$ cat src/rtl/arb_mux.sv
// N-channel arbiter feeding a single registered output slot.
// Round-robin or fixed-priority grant; full throughput when downstream is always ready.
module arb_mux #(
  parameter int WIDTH = 32,
  parameter int N     = 4,
  parameter int RR    = 1,
  localparam int SW   = $clog2(N)
) (
  input  logic               clk,
  input  logic               reset,
  input  logic [N*WIDTH-1:0] in_data,
  input  logic [N-1:0]       in_valid,
  output logic [N-1:0]       in_ready,
  output logic [WIDTH-1:0]   out_data,
  output logic               out_valid,
  input  logic               out_ready,
  output logic [SW-1:0]      out_sel
);

  logic [SW-1:0]    ptr_q, ptr_d;
  logic [SW-1:0]    out_sel_q, out_sel_d;
  logic [WIDTH-1:0] out_data_q, out_data_d;
  logic             out_valid_q, out_valid_d;

  logic [N-1:0]     grant;
  logic [SW-1:0]    winner;
  logic             found;
  logic             load_en;
  logic             in_xfer;
  int               base;
  int               idx;

  // Search upward from the base index, wrapping mod N so a non-power-of-two N never yields an index >= N.
  always_comb begin
    grant  = '0;
    winner = '0;
    found  = 1'b0;
    idx    = 0;
    base   = (RR != 0) ? int'(ptr_q) : 0;
    for (int k = 0; k < N; k++) begin
      idx = base + k;
      if (idx >= N) idx = idx - N;
      if (!found && in_valid[idx]) begin
        found  = 1'b1;
        winner = SW'(idx);
      end
    end
    if (found) grant[winner] = 1'b1;
  end

  assign load_en  = ~out_valid_q | out_ready;
  assign in_xfer  = found & load_en & ~reset;
  assign in_ready = grant & {N{load_en & ~reset}};

  always_comb begin
    ptr_d       = ptr_q;
    out_sel_d   = out_sel_q;
    out_data_d  = out_data_q;
    out_valid_d = out_valid_q;
    if (in_xfer) begin
      ptr_d       = (winner == SW'(N - 1)) ? '0 : winner + SW'(1);
      out_sel_d   = winner;
      out_data_d  = in_data[int'(winner)*WIDTH +: WIDTH];
      out_valid_d = 1'b1;
    end else if (out_ready) begin
      out_valid_d = 1'b0;
    end
  end

  always_ff @(posedge clk) begin
    if (reset) begin
      ptr_q       <= '0;
      out_sel_q   <= '0;
      out_data_q  <= '0;
      out_valid_q <= 1'b0;
    end else begin
      ptr_q       <= ptr_d;
      out_sel_q   <= out_sel_d;
      out_data_q  <= out_data_d;
      out_valid_q <= out_valid_d;
    end
  end

  assign out_data  = out_data_q;
  assign out_valid = out_valid_q;
  assign out_sel   = out_sel_q;

endmodule

$ cat config.mk
export PLATFORM = sky130hd
export DESIGN_NAME = arb_mux
export DESIGN_NICKNAME = d
export VERILOG_FILES = /design/src/rtl/arb_mux.sv
export SDC_FILE = /design/constraint.sdc
export NUM_CORES = 1
export LEC_CHECK = 0
export CAP_MARGIN = 10
export CORE_MARGIN = 2
export CORE_UTILIZATION = 38
export CTS_CLUSTER_DIAMETER = 120
export CTS_CLUSTER_SIZE = 30
export DETAILED_ROUTE_END_ITERATION = 8
export GPL_ROUTABILITY_DRIVEN = 0
export GPL_TIMING_DRIVEN = 0
export PLACE_DENSITY = 0.87
export SYNTH_ARGS = -nofsm -noshare
export SYNTH_HDL_FRONTEND = slang
export SYNTH_SLANG_ARGS = --single-unit
$ cat constraint.sdc
create_clock -name clk -period 3.41 [get_ports clk]
set_clock_uncertainty 0.2 [all_clocks]
set_input_delay 0.341 -clock clk [delete_from_list [all_inputs] [get_ports clk]]
set_output_delay 0.341 -clock clk [all_outputs]
set_load 0.01 [all_outputs]
* Word-level counts from Yosys, hierarchy flattened
Index checks and enable logic that the tools add are counted.
** Cells by class
- Add/subtract/negate cells :: 8
- Order comparisons :: 10
- Eq/ne operators :: 1
- Shifts and indexed selects :: 1
- Muxes and demuxes :: 30
- Bitwise logic cells :: 7
- Reduce and logical (&&, ||, !) cells :: 8
** Operators by type and width (count)
- 32-bit by 4-bit < comparator with 1-bit output, second input constant :: 4
- 32-bit 2-to-1 mux :: 4
- 128-bit by 8-bit variable part select with 32-bit output :: 1
- 1-bit 2-to-1 mux :: 15
- 3-bit by 3-bit subtractor with 4-bit output, second input constant :: 3
- 2-bit 2-to-1 mux :: 5
- 3-bit greater-or-equal comparator, second input constant :: 3
- 1-bit binary-select mux with 2-bit select :: 4
- 2-bit by 2-bit adder with 3-bit output, second input constant :: 2
- 4-bit bitwise AND :: 1
- 1-bit logical AND :: 4
- 4-bit 2-to-1 mux :: 1
- 2-bit by 3-bit subtractor with 4-bit output, second input constant :: 1
- 2-bit by 1-bit adder with 3-bit output, second input constant :: 1
- 1-bit bitwise AND :: 3
- 2-bit by 3-bit greater-or-equal comparator with 1-bit output, second input constant :: 1
- 1-bit zero test :: 3
- 2-bit by 3-bit < comparator with 1-bit output, second input constant :: 1
- 2-bit by 1-bit adder with 2-bit output, second input constant :: 1
- 1-bit demux with 2-bit select :: 1
- 2-bit equality test, second input constant :: 1
- 2-bit by 1-bit greater-or-equal comparator with 1-bit output, second input constant :: 1
- 1-bit NOT :: 2
- 2-bit nonzero test :: 1
- 1-bit OR :: 1
** Word-level totals
- Register bits after elaboration :: 37
- Output and inout port bits :: 39
- Word-level logic and storage cells :: 69

* Depth between registers and ports, before layout
Gate-level depths: netlist of the first run.
- Word-level depth :: 21
- Depth in mapped cells :: 8
- Depth with buffers taken out :: 7

* Worst setup path before layout of the first run
No wires, ideal clock.
- Path kind :: reg2out
- Start :: register ptr_q[1]
- End :: output in_ready[0]
- Arrival time :: 1.646 ns
- Required time :: 2.869 ns
- Setup slack :: 1.223 ns
- Stages on the path, launching flop included :: 9
- Cell sequence :: dfxtp_1 -> buf_2 -> nand2_1 -> a221o_1 -> and2_4 -> nand2b_4 -> buf_6 -> buf_6 -> nor2_1
** On the way
- Longest elaborated chain between the ends :: 21
- Elaborated cells on any way between the ends :: 48
- Those cells by class :: add/sub (7); order compare (6); mux (27); bitwise (1); reduce/logical (7)
** RTL lines
- from (decl) :: RTL line 20 : logic [SW-1:0] ptr_q, ptr_d;
- from (signal assigned) :: RTL line 77 : ptr_q <= ptr_d;
- branches (longest 19 deep; another with 3-bit by 3-bit subtractor with 4-bit output)
- 4-bit 2-to-1 mux * :: RTL line 48 : if (found) grant[winner] = 1'b1;
- 4-bit bitwise AND * :: RTL line 53 : assign in_ready = grant & {N{load_en & ~reset}};
- to (decl) :: RTL line 13 : output logic [N-1:0] in_ready,
Mark *: on every way between the ends. The select of a mux whose other input is x is not followed.

* Worst setup path in the final report of the first run
- Start :: input in_valid[3]
- End :: output in_ready[1]
** On the way
- Longest elaborated chain between the ends :: 19
- Elaborated cells on any way between the ends :: 33
- Those cells by class :: order compare (2); mux (23); bitwise (1); reduce/logical (7)
** RTL lines
- from (decl) :: RTL line 12 : input logic [N-1:0] in_valid,
- 1-bit binary-select mux with 2-bit select :: RTL line 43 : if (!found && in_valid[idx]) begin
- 1-bit 2-to-1 mux (not written as such) (2 in a row) :: RTL line 43
- 1-bit 2-to-1 mux :: RTL line 43
- 1-bit zero test :: RTL line 43
- 1-bit logical AND :: RTL line 43
- 1-bit 2-to-1 mux :: RTL line 43
- 1-bit zero test :: RTL line 43
- 1-bit logical AND :: RTL line 43
- (+2 left out)
- 1-bit logical AND :: RTL line 43
- 2-bit 2-to-1 mux :: RTL line 43
- 2-bit by 3-bit < comparator with 1-bit output (not written as such) / 2-bit by 1-bit greater-or-equal comparator with 1-bit output (equally long branches) :: RTL line 48
- 1-bit logical AND (not written as such) :: RTL line 48
- 1-bit 2-to-1 mux (not written as such) :: RTL line 48
- 1-bit demux with 2-bit select :: RTL line 48
- 4-bit 2-to-1 mux * :: RTL line 48
- 4-bit bitwise AND * :: RTL line 53
Every way passes the cells marked *; elsewhere a longest branch is shown, timed or not. The select of a mux whose other input is x is not followed.

==> out/results.tsv, run 1 <==
stage	metric	value	unit
layout	NumNets Final	601	
sta	final hold slack	0.266	ns
grt	Congestion Overflow GR	0	
worst_setup_path	Worst Path Buf+Inv	4	
synth	Ys Warns	0	
floorplanning	CORE AREA	6240	um^2
layout	post-route cell area	4400	um^2
worst_setup_path	max incr delay on CP	0.61	ns
place	Placed Instance Area	4250	um^2
synth	simple-gate area share of the yosys netlist	18.9	%
worst_setup_path	required time of the critical path	2.87	ns
floorplanning	I/O pin total	174	
sta	final hold vios	0	
synth	post-synthesis mux area share	14.9	%
route	Routed wire per std cell	16.7	um
floorplanning	chip width	83.8	um
worst_setup_path	CP delay by family, top	buffers and inverters	
sta	Worst slew margin	62.6	%
power	LEAKAGE	1.74	nW
cts	clk_lat worst skew	0.28	ns
route	initial drt markers	150	
cts	CTS buffer count	5	
worst_setup_path	Crit Path Max Fanout	10	
place	Post-DP HPWL	7150	um
worst_setup_path	crit-path most repeated cell	clkdlybuf4s50_1	
run_status	status	complete, no violations	
power	Worst VDD drop	228	uV
route	vias per std cell	5.44	
power	Power Total	0.00196	W
layout	fillers	514	
worst_setup_path	Worst EP arrival	2.73	ns
sta	post-route minimum period	3.27	ns
synth	compound-gate portion of the synthesized area	29.2	%
power	power per cell area	445	nW/um^2
synth	cell count after synthesis	279	
sta	final period utilization	95.8	%
grt	GRT Max-Usage Layer	met2	
route	total number of vias	2951	
cts	CTS tree	done	
synth	Synth Cell Area	2420	um^2
layout	commonest non-fill, non-tap cells in the layout	172 x clkdlybuf4s50_1, 38 x nand2_1, 37 x dfxtp_1	
worst_setup_path	Worst setup EP type	output port	
cts	clock sink total	37	
worst_setup_path	critical path class	primary input to output port	
cts	hold_buf cts	0	
grt	met3 usage in global routing	5.44	%
layout	Area growth syn-to-layout	82.0	%
route	first drt pass iteration count	4	
grt	M2 GR Usage	46.8	%
sta	number of setup violations in the final report	0	
flow_run	Max-cap violations	0	
grt	largest net degree at the start of global routing	11	
route	drt total wl	9040	um
floorplanning	initial core utilization	38.7	%
cts	Reg clk slew, reported paths	0.07	ns
sta	Worst-Margin Slew	0.561	ns
synth	xor and xnor area share after synthesis	0	%
sta	Fmax achieved	0.306	GHz
hold_path	Hold Crit Class	flip-flop to flip-flop	
grt	met1 usage	28.6	%
grt	GRT Total Usage	25.4	%
floorplanning	# rows	29	
worst_setup_path	Crit-path slowest cell	clkdlybuf4s50_1	
worst_setup_path	critical path launch point type	primary input	
synth	Yosys reg bits	37	
synth	Mean Syn Cell Area	8.66	um^2
synth	count of cell types in the netlist	40	
floorplanning	full die area	7020	um^2
place	PortBufs	173	
floorplanning	die height	83.8	um
grt	global-route wire length before repair	14400	um
synth	Adder-Cell Fraction of Synth Area	0.518	%
sta	Pins Over Slew Limit	0	
cts	Clock Path Buffers	2	
cts	clock tree root driver cell	clkbuf_8	
route	# DRC	0	
worst_setup_path	CP Cell Sequence	clkdlybuf4s50_1 > nor4_2 > or3_1 > buf_2 > a21oi_4 > buf_4 > and2_1 > clkdlybuf4s50_1	
layout	Antenna Cells	0	
layout	layout cell share with drive strength beyond 1	10.3	%
layout	most common cell after layout, fill and taps aside	clkdlybuf4s50_1	
synth	syn_nets	415	
synth	Seq/Total Area, Yosys	30.6	%
grt	vias in the first global route	3070	
route	ANT nets after route	0	
synth	main combinational cell family by area after synthesis	compound AO/OA/AOI/OAI gates	
grt	antenna violations before repair	0	
cts	H-Tree Depth	2	
-- power by group --
group	switching [W]	internal (W)	total, W
combinational	0.000483	0.000580	0.00106
clock	0.000153	0.000161	0.000313
sequential	0.0000533	0.000528	0.000582
total	0.000689	0.00127	0.00196
-- metal layers --
metal  share of wire (%)  routed length [um]  vias to the layer above
li1                    -                   -                     1421
met1                  38                3460                     1365
met2                  52                4720                      157
met3                 8.5                 765                        8
met4                 1.1                  99                        0
met5                   0                   0                        -
-- logic make-up after synthesis --
logic type                 Yosys count
AOI/OAI and AO/OA                   88
and+or+nand+nor                     89
muxes                               36
adders and majority gates            1
buffers and inverters               28
DFF                                 37
-- final cells by class --
| type | count | area [um^2] | share of cell area [%] |
|---|---|---|---|
| Buffer | 25 | 133 | 3.01 |
| Clock buffer | 7 | 86.3 | 1.96 |
| Inverter | 3 | 11.3 | 0.256 |
| Multi-Input combinational cell | 214 | 1550 | 35.3 |
| Sequential cell | 37 | 741 | 16.8 |
| Tap cell | 77 | 96.3 | 2.19 |
| Timing Repair Buffer | 179 | 1780 | 40.4 |
-- registers in the layout, indices dropped and copies added, names as in the netlist --
register / count
out_data: 32
out_sel: 2
out_valid: 1
ptr_q: 2
-- worst register-to-register path: stages, from the launching register on --
cell and delay, ns:
dfxtp_1 0.43, nor2b_2 0.11, nor4_4 0.39, buf_4 0.18
buf_4 0.09, clkbuf_1 0.31, o21ai_0 0.18, a21o_1 0.19
a31oi_1 0.14
-- per-stage QoR --
stage | utilization [%] | std cells | TNS (ns) | setup slack (ns)
3_5_place_dp | 68.0 | 529 | 0 | 0.0313
6_report | 70.5 | 542 | 0 | 0.144
4_1_cts | 69.4 | 536 | 0 | 0.0273
5_1_grt | 70.5 | 542 | -0.00217 | -0.00217
2_1_floorplan | - | 279 | 0 | 1.22
3_3_place_gp | 68.0 | 529 | 0 | 0.0484
-- synthesized netlist by cell type, drive strengths merged --
cell	number	share of area, %
o31ai	1	0.31
nor3	1	0.41
a21oi	5	1.5
nand3	30	6.2
o221ai	18	8.9
nor4	2	1.1
a221o	1	0.41
clkbuf	8	1.2
ha	1	0.52
o2111a	1	0.47
a21o	14	4.3
dfxtp	37	31
a31oi	14	3.6
inv	3	0.47
and2	3	0.88
o21bai	1	0.31
mux2i	36	15
nand2	38	5.9
or3	2	0.52
a2bb2oi	14	5.1
a22oi	1	0.31
o2111ai	1	0.36
nor2b	3	0.98
nand2b	4	1.3
o211ai	1	0.31
or4	1	0.31
buf	17	4.1
nor2	5	1.2
o21ai	16	3.3
-- final timing paths --
check / start / end / slack (ns) / cells after the start
max reg2reg: ptr_q[0] / out_data[30] / 1.12 / 8
max: in_valid[3] / in_ready[1] / 0.14 / 8
min reg2reg: out_data[18] / out_data[18] / 0.27 / 2
min: out_data[18] / out_data[18] / 0.27 / 2
-- repair_timing --
| item | CTS | global route |
|---|---|---|
| setup buffers | 0 | 6 |
| resized for setup | 0 | 6 |
| endpoints found under the setup margin | 0 | 4 |
Note: power is estimated with default switching activity, not from simulation.
==> inputs of run 2 (changes only) <==
--- a/config.mk
+++ b/config.mk
@@ -11,9 +11,9 @@
 export CTS_CLUSTER_DIAMETER = 120
 export CTS_CLUSTER_SIZE = 30
 export DETAILED_ROUTE_END_ITERATION = 8
-export GPL_ROUTABILITY_DRIVEN = 0
 export GPL_TIMING_DRIVEN = 0
 export PLACE_DENSITY = 0.87
 export SYNTH_ARGS = -nofsm -noshare
 export SYNTH_HDL_FRONTEND = slang
 export SYNTH_SLANG_ARGS = --single-unit
+export TNS_END_PERCENT = 30
==> results of run 2 <==
Same layout as run 1: the final DEF is identical, and so are final timing and power.
==> inputs of run 3 (changes only) <==
--- a/config.mk
+++ b/config.mk
@@ -7,12 +7,13 @@
 export LEC_CHECK = 0
 export CAP_MARGIN = 10
 export CORE_MARGIN = 2
-export CORE_UTILIZATION = 38
-export CTS_CLUSTER_DIAMETER = 120
+export CORE_UTILIZATION = 55
+export CTS_CLUSTER_DIAMETER = 100
 export CTS_CLUSTER_SIZE = 30
 export DETAILED_ROUTE_END_ITERATION = 8
+export DONT_BUFFER_PORTS = 1
 export GPL_TIMING_DRIVEN = 0
-export PLACE_DENSITY = 0.87
+export PLACE_DENSITY = 0.7
 export SYNTH_ARGS = -nofsm -noshare
 export SYNTH_HDL_FRONTEND = slang
 export SYNTH_SLANG_ARGS = --single-unit
==> run 3 against run 2 <==
First-iteration DRC count is the same. Register-to-register slack worse by 0.02 ns. Critical path depth fell by 1.
==> out/results.tsv, run 3 (same netlist as run 1, synthesis figures left out) <==
stage	metric	value	unit	change
power	power per cell area	644	nW/um^2	+45%
worst_setup_path	critical path launch point type	flip-flop		
floorplanning	full die area	4940	um^2	-30%
worst_setup_path	Worst EP arrival	2.19	ns	-0.54 ns
route	vias per std cell	6.74		+24%
layout	fillers	412		-20%
floorplanning	chip width	70.3	um	-16%
layout	Largest register FFs	32		unchanged
power	LEAKAGE	1.05	nW	-40%
sta	Fmax achieved	0.367	GHz	+20%
power	Worst VDD drop	324	uV	+42%
sta	final period utilization	80.0	%	-16 points
route	ANT nets after route	0		unchanged
floorplanning	die height	70.3	um	-16%
run_status	status	complete, no violations		
sta	RSZ-0062 raised after global routing	false		
hold_path	Hold Crit Class	primary input to flip-flop		
sta	Worst-Margin Slew	0.552	ns	-0.00838 ns
cts	Reg clk slew, reported paths	0.08	ns	about the same
route	total number of vias	2284		-23%
floorplanning	# rows	24		-17%
sta	number of setup violations in the final report	0		unchanged
grt	largest net degree at the start of global routing	13		+2
worst_setup_path	Worst setup EP type	output port		
layout	NumNets Final	422		-30%
layout	layout cell share with drive strength beyond 1	14.3	%	+4.0 points
route	Routed wire per std cell	20.5	um	+23%
cts	clk_lat worst skew	0.29	ns	about the same
sta	sum of negative setup slack	0	ns	unchanged
cts	CTS buffer count	5		unchanged
worst_setup_path	Crit Path Max Fanout	10		unchanged
place	RePlAce Congestion	0.863		
grt	Congestion Overflow GR	0		unchanged
floorplanning	initial core utilization	56.3	%	+18 points
route	first drt pass iteration count	4		unchanged
layout	commonest non-fill, non-tap cells in the layout	38 x nand2_1, 37 x dfxtp_1, 36 x mux2i_1		
cts	Clock Path Buffers	2		unchanged
route	# DRC	0		unchanged
place	PortBufs	0		-100%
cts	post-CTS sizing	0		unchanged
sta	Pins Over Slew Limit	0		unchanged
sta	Worst slew margin	63.2	%	+0.56 points
grt	GRT Total Usage	27.5	%	+2.1 points
sta	final hold vios	0		unchanged
cts	clock tree root driver cell	clkbuf_8		
cts	clock sink total	37		unchanged
layout	Area growth syn-to-layout	7.66	%	
sta	final hold slack	0.0199	ns	-0.246 ns
grt	vias in the first global route	2171		-29%
sta	post-route minimum period	2.73	ns	-0.538 ns
route	drt total wl	6960	um	-23%
route	initial drt markers	150		unchanged
grt	global-route wire length before repair	10800	um	-25%
floorplanning	CORE AREA	4290	um^2	-31%
cts	H-Tree Depth	2		unchanged
floorplanning	I/O pin total	174		unchanged
cts	CTS tree	done		
layout	most common cell after layout, fill and taps aside	nand2_1		
cts	hold_buf cts	0		unchanged
flow_run	Max-cap violations	0		unchanged
layout	Antenna Cells	0		unchanged
worst_setup_path	required time of the critical path	2.87	ns	about the same
grt	antenna violations before repair	0		unchanged
worst_setup_path	critical path class	flip-flop to output port		
cts	post-CTS setup buffers	0		unchanged
place	Post-DP HPWL	5340	um	-25%
sta	final setup margin	0.682	ns	+0.538 ns
place	pre-CTS WS	1.02	ns	+0.993 ns
==> run 3: changes by cell type in the layout (fill, tap and decap cells not counted), sizes merged <==
cell	delta
clkdlybuf4s50	-172
clkbuf	-2
bufinv	+1
clkinvlp	+1
dlymetal6s2s	-1
buf	-5
==> run 3: path summary, 6_finish.rpt <==
path               start            to  slack (ns)  cells after the start
min          in_data[17]  out_data[17]        0.02                      2
max reg2reg     ptr_q[1]  out_data[13]        1.10                      7
min reg2reg   out_sel[1]    out_sel[1]        0.30                      2
max             ptr_q[0]   in_ready[3]        0.68                      7
==> run 3: worst max-delay path: stages (launching register included) <==
cell      delay (ns)
dfxtp_1         0.37
nand2b_1        0.20
o2111a_1        0.24
nor2_2          0.24
buf_2           0.33
inv_1           0.13
ha_1            0.21
and2_1          0.18
==> run 3: per-stage QoR <==
stage	util, %	instance area, um^2	instances	total power [W]
4_1_cts	60.6	2600	339	0.00169
6_report	60.6	2600	339	0.00168
3_3_place_gp	57.8	2480	331	0.00127
5_1_grt	60.6	2600	339	0.00177
2_1_floorplan	-	2420	279	0.00115
3_5_place_dp	57.8	2480	331	0.00128
==> run 3: power breakdown <==
group	total, W	switching, W	internal, W
registers	0.000642	0.000113	0.000529
logic	0.000633	0.000357	0.000276
clock network	0.000402	0.000164	0.000238
total	0.00168	0.000634	0.00104
==> run 3: per-layer routing <==
metal	GRT usage, %	wire length (um)
met5	0	0
met4	6.20	78
met1	32.8	2620
met3	7.79	663
met2	48.7	3600
==> run 3: cell type report <==
cell class | instances | area [um^2] | share of cell area (%)
well taps | 52 | 65.1 | 2.50
clock buffers | 6 | 82.6 | 3.17
inverters | 3 | 11.3 | 0.433
flip-flops and latches | 37 | 741 | 28.5
clock inverters | 2 | 37.5 | 1.44
multi-input cells | 214 | 1540 | 59.0
plain buffers | 25 | 130 | 5.00
